## src/rtl/kbd_pkg.sv

```systemverilog
// Shared definitions for the keyboard matrix arbiter and its scanner.
package kbd_pkg;

    localparam int KB_ROWS = 8;
    localparam int KB_COLS = 8;
    localparam int KB_KEYS = 64;

    typedef enum logic [1:0] {
        IDLE,
        SETUP,
        SAMPLE,
        GAP
    } scan_state_t;

    function automatic logic [5:0] key_idx(input logic [2:0] row, input logic [2:0] col);
        return {row, col};
    endfunction

endpackage

```

## src/rtl/kbd_scan_seq.sv

```systemverilog
// Autonomous matrix scanner: walks all keys into a shadow map and publishes
// the complete map at the end of each scan. Yields to the CPU at any time.
module kbd_scan_seq
    import kbd_pkg::*;
#(
    parameter int unsigned SETTLE   = 2,
    parameter int unsigned SCAN_GAP = 1024
) (
    input  logic               clk_sys,
    input  logic               rst_n,
    input  logic               scan_en,
    input  logic               cpu_req,
    input  logic               kb_hit,
    output logic [2:0]         scan_row,
    output logic [2:0]         scan_col,
    output logic [KB_KEYS-1:0] key_map,
    output logic               map_valid,
    output logic               map_changed
);

    localparam int SW = (SETTLE > 1) ? $clog2(SETTLE) : 1;
    localparam int GW = (SCAN_GAP > 0) ? $clog2(SCAN_GAP + 1) : 1;

    scan_state_t       state;
    logic [SW-1:0]     settle_cnt;
    logic [GW-1:0]     gap_cnt;
    logic [KB_KEYS-1:0] shadow;
    logic [KB_KEYS-1:0] new_map;

    always_comb begin
        new_map = shadow;
        new_map[key_idx(scan_row, scan_col)] = kb_hit;
    end

    always_ff @(posedge clk_sys or negedge rst_n) begin
        if (!rst_n) begin
            state       <= IDLE;
            scan_row    <= '0;
            scan_col    <= '0;
            settle_cnt  <= '0;
            gap_cnt     <= '0;
            shadow      <= '0;
            key_map     <= '0;
            map_valid   <= 1'b0;
            map_changed <= 1'b0;
        end else begin
            map_valid   <= 1'b0;
            map_changed <= 1'b0;
            case (state)
                IDLE: begin
                    if (scan_en && !cpu_req) begin
                        state      <= SETUP;
                        scan_row   <= '0;
                        scan_col   <= '0;
                        settle_cnt <= '0;
                    end
                end
                SETUP: begin
                    // A CPU access holds the count at zero so the position gets a full settle afterwards.
                    if (cpu_req) begin
                        settle_cnt <= '0;
                    end else if (settle_cnt == SW'(SETTLE - 1)) begin
                        settle_cnt <= '0;
                        state      <= SAMPLE;
                    end else begin
                        settle_cnt <= settle_cnt + 1'b1;
                    end
                end
                SAMPLE: begin
                    if (cpu_req) begin
                        state <= SETUP;
                    end else begin
                        shadow <= new_map;
                        if (scan_row == 3'd7 && scan_col == 3'd7) begin
                            key_map     <= new_map;
                            map_valid   <= 1'b1;
                            map_changed <= (new_map != key_map);
                            scan_row    <= '0;
                            scan_col    <= '0;
                            gap_cnt     <= '0;
                            state       <= GAP;
                        end else begin
                            if (scan_col == 3'd7) scan_row <= scan_row + 3'd1;
                            scan_col <= scan_col + 3'd1;
                            state    <= SETUP;
                        end
                    end
                end
                GAP: begin
                    if (gap_cnt == GW'(SCAN_GAP)) begin
                        gap_cnt <= '0;
                        state   <= scan_en ? SETUP : IDLE;
                    end else begin
                        gap_cnt <= gap_cnt + 1'b1;
                    end
                end
                default: state <= IDLE;
            endcase
        end
    end

endmodule

```

## src/rtl/kbd_matrix_arb.sv

```systemverilog
// Shares the keyboard matrix lookup between the CPU (priority) and the scanner.
module kbd_matrix_arb
    import kbd_pkg::*;
#(
    parameter int unsigned SETTLE   = 2,
    parameter int unsigned SCAN_GAP = 1024
) (
    input  logic               clk_sys,
    input  logic               rst_n,
    input  logic               scan_en,
    input  logic               cpu_req,
    input  logic [2:0]         cpu_row,
    input  logic [7:0]         cpu_col,
    output logic               cpu_gnt,
    output logic               cpu_hit,
    output logic [2:0]         kb_row,
    output logic [7:0]         kb_col,
    input  logic               kb_hit,
    output logic [KB_KEYS-1:0] key_map,
    output logic               map_valid,
    output logic               map_changed,
    output logic               any_key
);

    logic [2:0] scan_row;
    logic [2:0] scan_col;

    kbd_scan_seq #(
        .SETTLE   (SETTLE),
        .SCAN_GAP (SCAN_GAP)
    ) u_seq (
        .clk_sys     (clk_sys),
        .rst_n       (rst_n),
        .scan_en     (scan_en),
        .cpu_req     (cpu_req),
        .kb_hit      (kb_hit),
        .scan_row    (scan_row),
        .scan_col    (scan_col),
        .key_map     (key_map),
        .map_valid   (map_valid),
        .map_changed (map_changed)
    );

    assign cpu_gnt = cpu_req;
    assign cpu_hit = cpu_req & kb_hit;
    assign kb_row  = cpu_req ? cpu_row : scan_row;
    assign kb_col  = cpu_req ? cpu_col : ~(8'h01 << scan_col);
    assign any_key = |key_map;

endmodule

```

## config.mk

```make
export PLATFORM = sky130hd
export DESIGN_NAME = kbd_matrix_arb
export DESIGN_NICKNAME = d
export VERILOG_FILES = /design/src/rtl/kbd_pkg.sv /design/src/rtl/kbd_scan_seq.sv /design/src/rtl/kbd_matrix_arb.sv
export SDC_FILE = /design/constraint.sdc
export NUM_CORES = 1
export LEC_CHECK = 0
export ABC_AREA = 1
export CAP_MARGIN = 10
export CORE_MARGIN = 3
export CORE_UTILIZATION = 32
export DETAILED_ROUTE_END_ITERATION = 6
export GPL_ROUTABILITY_DRIVEN = 0
export GPL_TIMING_DRIVEN = 1
export PLACE_DENSITY_LB_ADDON = 0.1
export SYNTH_ARGS = -nofsm -noshare
export SYNTH_HDL_FRONTEND = slang
export SYNTH_SLANG_ARGS = --single-unit
```

## constraint.sdc

```tcl
create_clock -name clk_sys -period 1.9 [get_ports clk_sys]
set_input_delay 0.285 -clock clk_sys [delete_from_list [all_inputs] [get_ports clk_sys]]
set_output_delay 0.285 -clock clk_sys [all_outputs]
set_load 0.01 [all_outputs]
```

==> metrics.md <==
| Metric | Value |
|---|---|
| Worst setup SP type | flip-flop |
| CTS max path bufs | 2 |
| Setup Skew | between 0.01 and 0.015 ns |
| First-pass GRT wire length | 55200 um |
| Asr flop ratio synth | 100% |
| Post-DRT Antenna Nets | 0 |
| Placed insts | around 2000 |
| Final net count | 1708 |
| Sequential fraction of the synthesis area | around 40% |
| N_diodes | 0 |
| TritonCTS clock tree | yes |
| Post-synth EDFFs | 0 |
| Violated checks | setup timing |
| CTS H-tree lvls | 4 |
| Synth Flop Type | dfrtp_1 |
| Fin crit period | roughly 2.6 ns |
| Die Ht | 175 um |
| Clock latency on the worst-skew pair | 0.44 ns |
| PortBufs | 95 |
| Number of antenna violations at the first check in global routing | 0 |
| Post-synthesis register bit count | 150 |
| Core Area | 0.0280 mm^2 |
| Cell Rows | 61 |
| Setup Viol. Count Final | 73 |
| M3 GR Usage | roughly 3.4% |
| Gr busiest metal | met2 |
| Die area | 0.0308 mm^2 |
| Via Count | 10200 |
| Routed WL | 35700 um |
| Initial DRC count | approximately 710 |
| Die width | 175 um |
| Clock-pin slew of the registers on the worst-case setup and hold paths | 0.07 ns |
| Io pins | 96 |
| Worst Setup Path Type | flip-flop to output pin |
| Hold slack | between 0.3 and 0.4 ns |
| F_max | 0.388 GHz |
| Starting Density | 32.8% |
| Worst hold path type | input port to async pin |
| # DRC | 0 |
| Setup crit end kind | output pin |
| Hold Fails Final Rpt | 0 |
| Filler cells | approximately 2600 |
| Post-Syn Area | 0.00918 mm^2 |
| Num CTS Buffers | 17 |
| DPL Wire Length | 22600 um |
| Largest net degree at the start of global routing | 44 |
| Synth cell types | 36 |
| Total of max-cap violations | 0 |
| Headroom to the max-slew limit | 69.0% |
| YS warnings | 0 |
| Static Leak | 7.06 nW |
| Crit path DAT | 2.30 ns |
| GRT overflow | 0 |
| TritonRoute pass-1 iters | 5 |
| Crit path max-delay cell type | nor4_2 |
| Status | finished, violations left |
| Worst path required time | ~1.6 ns |
| Met2 Use GR | 38.4% |
| Share of post-route cells with drive strength above 1 | 38.1% |
| GRT Util Overall | 22.9% |
| Largest stage delay, worst path | 0.41 ns |
| Crit path cell chain | nor4_2, nand4_1, nor4_4, buf_4, nand3_4, buf_6 |
| Clk root buf | clkbuf_16 |
| FF/Latch Area | 0.00376 mm^2 |
| Count of pins over their slew limit | 0 |
| DR vias/cell | 4.91 |
| Power density over the cells | ~480 mW/mm^2 |
| Net count after synthesis | 1308 |
| Final std cells w/o fill | 2073 |
| RSZ-0062 raised after global routing | true |
| Max IR drop VDD | 0.513 mV |
| GR Util met1 | 30.8% |
| Final worst slack | -0.680 ns |
| Fin Setup TNS | -11.23 ns |
| Clock sinks | 150 |
| Critical Path Fanout Max | 2 |
| Syn Inst Count | 1282 |
| WL per Instance | 17.2 um |
| Slew @ Worst Pin | 0.461 ns |
| Number of global-route vias before repair | 9985 |
| Area Growth Syn to Fin | 71.0% |
| Tcrit/Tclk final | 136% |
| Synthesized area per cell | 7.16 um^2 |
| Multi-input logic area | 0.00584 mm^2 |
-- registers in the layout, summed over array words and instances, names as in the netlist --
| register | cells |
|---|---|
| u_seq.state | 2 |
| u_seq.gap_cnt | 11 |
| u_seq.key_map | 64 |
| u_seq.map_valid | 1 |
| u_seq.scan_col | 3 |
| u_seq.settle_cnt | 1 |
| u_seq.map_changed | 1 |
| u_seq.shadow | 64 |
| u_seq.scan_row | 3 |
-- final cells by class --
class	instances	area share (%)
Clock buffer	19	2.89
Clock inverter	13	1.10
Inverter	116	3.24
Multi-Input combinational cell	964	37.2
Sequential cell	150	23.9
Tap cell	378	3.01
Timing Repair Buffer	431	28.3
Timing Repair inverter	2	0.383
-- final timing paths --
check / cells past startpoint / slack (ns) / from / to
max: 6 / -0.68 / u_seq.key_map[29] / any_key
min: 2 / 0.32 / rst_n / u_seq.key_map[48]
max reg2reg: 16 / -0.28 / u_seq.scan_col[2] / u_seq.map_changed
min reg2reg: 1 / 0.48 / u_seq.gap_cnt[10] / u_seq.gap_cnt[10]
max in group asynchronous: 3 / 0.88 / rst_n / u_seq.key_map[8]
min in group clk_sys: 1 / 0.48 / u_seq.gap_cnt[10] / u_seq.gap_cnt[10]
-- logic make-up after synthesis --
group / after synthesis / share of synthesized area [%]
and+or+nand+nor: 751 / 37.3
xor gates and xnor gates: 2 / 0.191
buffers and inverters: 169 / 8.45
DFF: 150 / 40.9
adders and majority gates: 10 / 1.36
AOI/OAI and AO/OA: 200 / 11.8
-- where the power goes --
group | internal, mW | leakage, nW | switching (mW) | total (mW)
clock | 2.15 | 0.292 | 1.53 | 3.69
combinational | 0.295 | 4.74 | 0.382 | 0.677
sequential | 3.20 | 2.04 | 0.00455 | 3.20
-- layout by cell type, fill, tap and decap left out, drive strengths merged --
master         count
dlygate4sd2        3
nor4              11
o21bai            28
clkinv             8
a21oi             16
ha                10
nand2            453
clkbuf            21
o22ai              1
bufbuf             1
o211ai             1
bufinv             3
dlygate4sd3        1
clkdlybuf4s50     80
inv              116
nor2              96
o21a               1
buf              344
a211oi             1
clkinvlp           4
nand4             12
o21ai            151
nor3              10
nand3            152
nand3b            18
o41ai              1
xor2               2
dfrtp            150
-- metrics by stage --
stage                     instance area, um^2  total power [mW]  util, %  setup WS (ns)
after detailed placement                12600              3.81     44.9         -0.953
after global routing                    15700              7.82     56.0         -0.736
after floorplan                          9180              3.45        -         0.0982
after global placement                  12600              3.81     44.9         -0.996
final                                   15700              7.56     56.0         -0.680
after CTS                               14800              7.57     52.7         -0.728
-- synth_stat cells (3+ instances only) --
library cell / count / area (um^2)
ha_1: 10 / 125
nand3_1: 136 / 681
nand2_4: 4 / 45.0
nor2_4: 9 / 101
buf_6: 12 / 135
nand4_1: 12 / 75.1
nand3b_1: 18 / 135
nor4_1: 11 / 68.8
nand2_2: 6 / 37.5
nand3_4: 3 / 52.6
o21ai_1: 6 / 30.0
inv_1: 103 / 387
nor3_1: 9 / 45.0
nand2_1: 443 / 1660
clkbuf_1: 24 / 90.1
nor2_8: 3 / 60.1
nor2_1: 82 / 308
buf_2: 15 / 75.1
inv_4: 3 / 18.8
nand3_2: 13 / 130
inv_2: 7 / 26.3
a21oi_1: 16 / 80.1
dfrtp_1: 150 / 3750
o21ai_0: 145 / 726
o21bai_1: 28 / 210
-- layer usage --
| metal | wire (um) | part of all wire [%] |
|---|---|---|
| met5 | 0 | 0 |
| met1 | 16200 | 45 |
| met2 | 17400 | 49 |
| met3 | 1370 | 3.8 |
| met4 | 751 | 2.1 |
-- worst max-delay path, delay by kind of cell (launching register included) --
kind	cells	cell delay (ns)
simple gates	4	1.11
flops	1	0.40
buf+inv	2	0.34
-- repair_timing --
action                     CTS  global route
setup endpoints to repair   88            87
hold endpoints to repair    33             0
gates resized for setup    292           198
cloned                      19             3
buffers inserted            34            41
pin swaps                   40            76
hold buffers                 1             0
(Power assumes the default switching activity.)
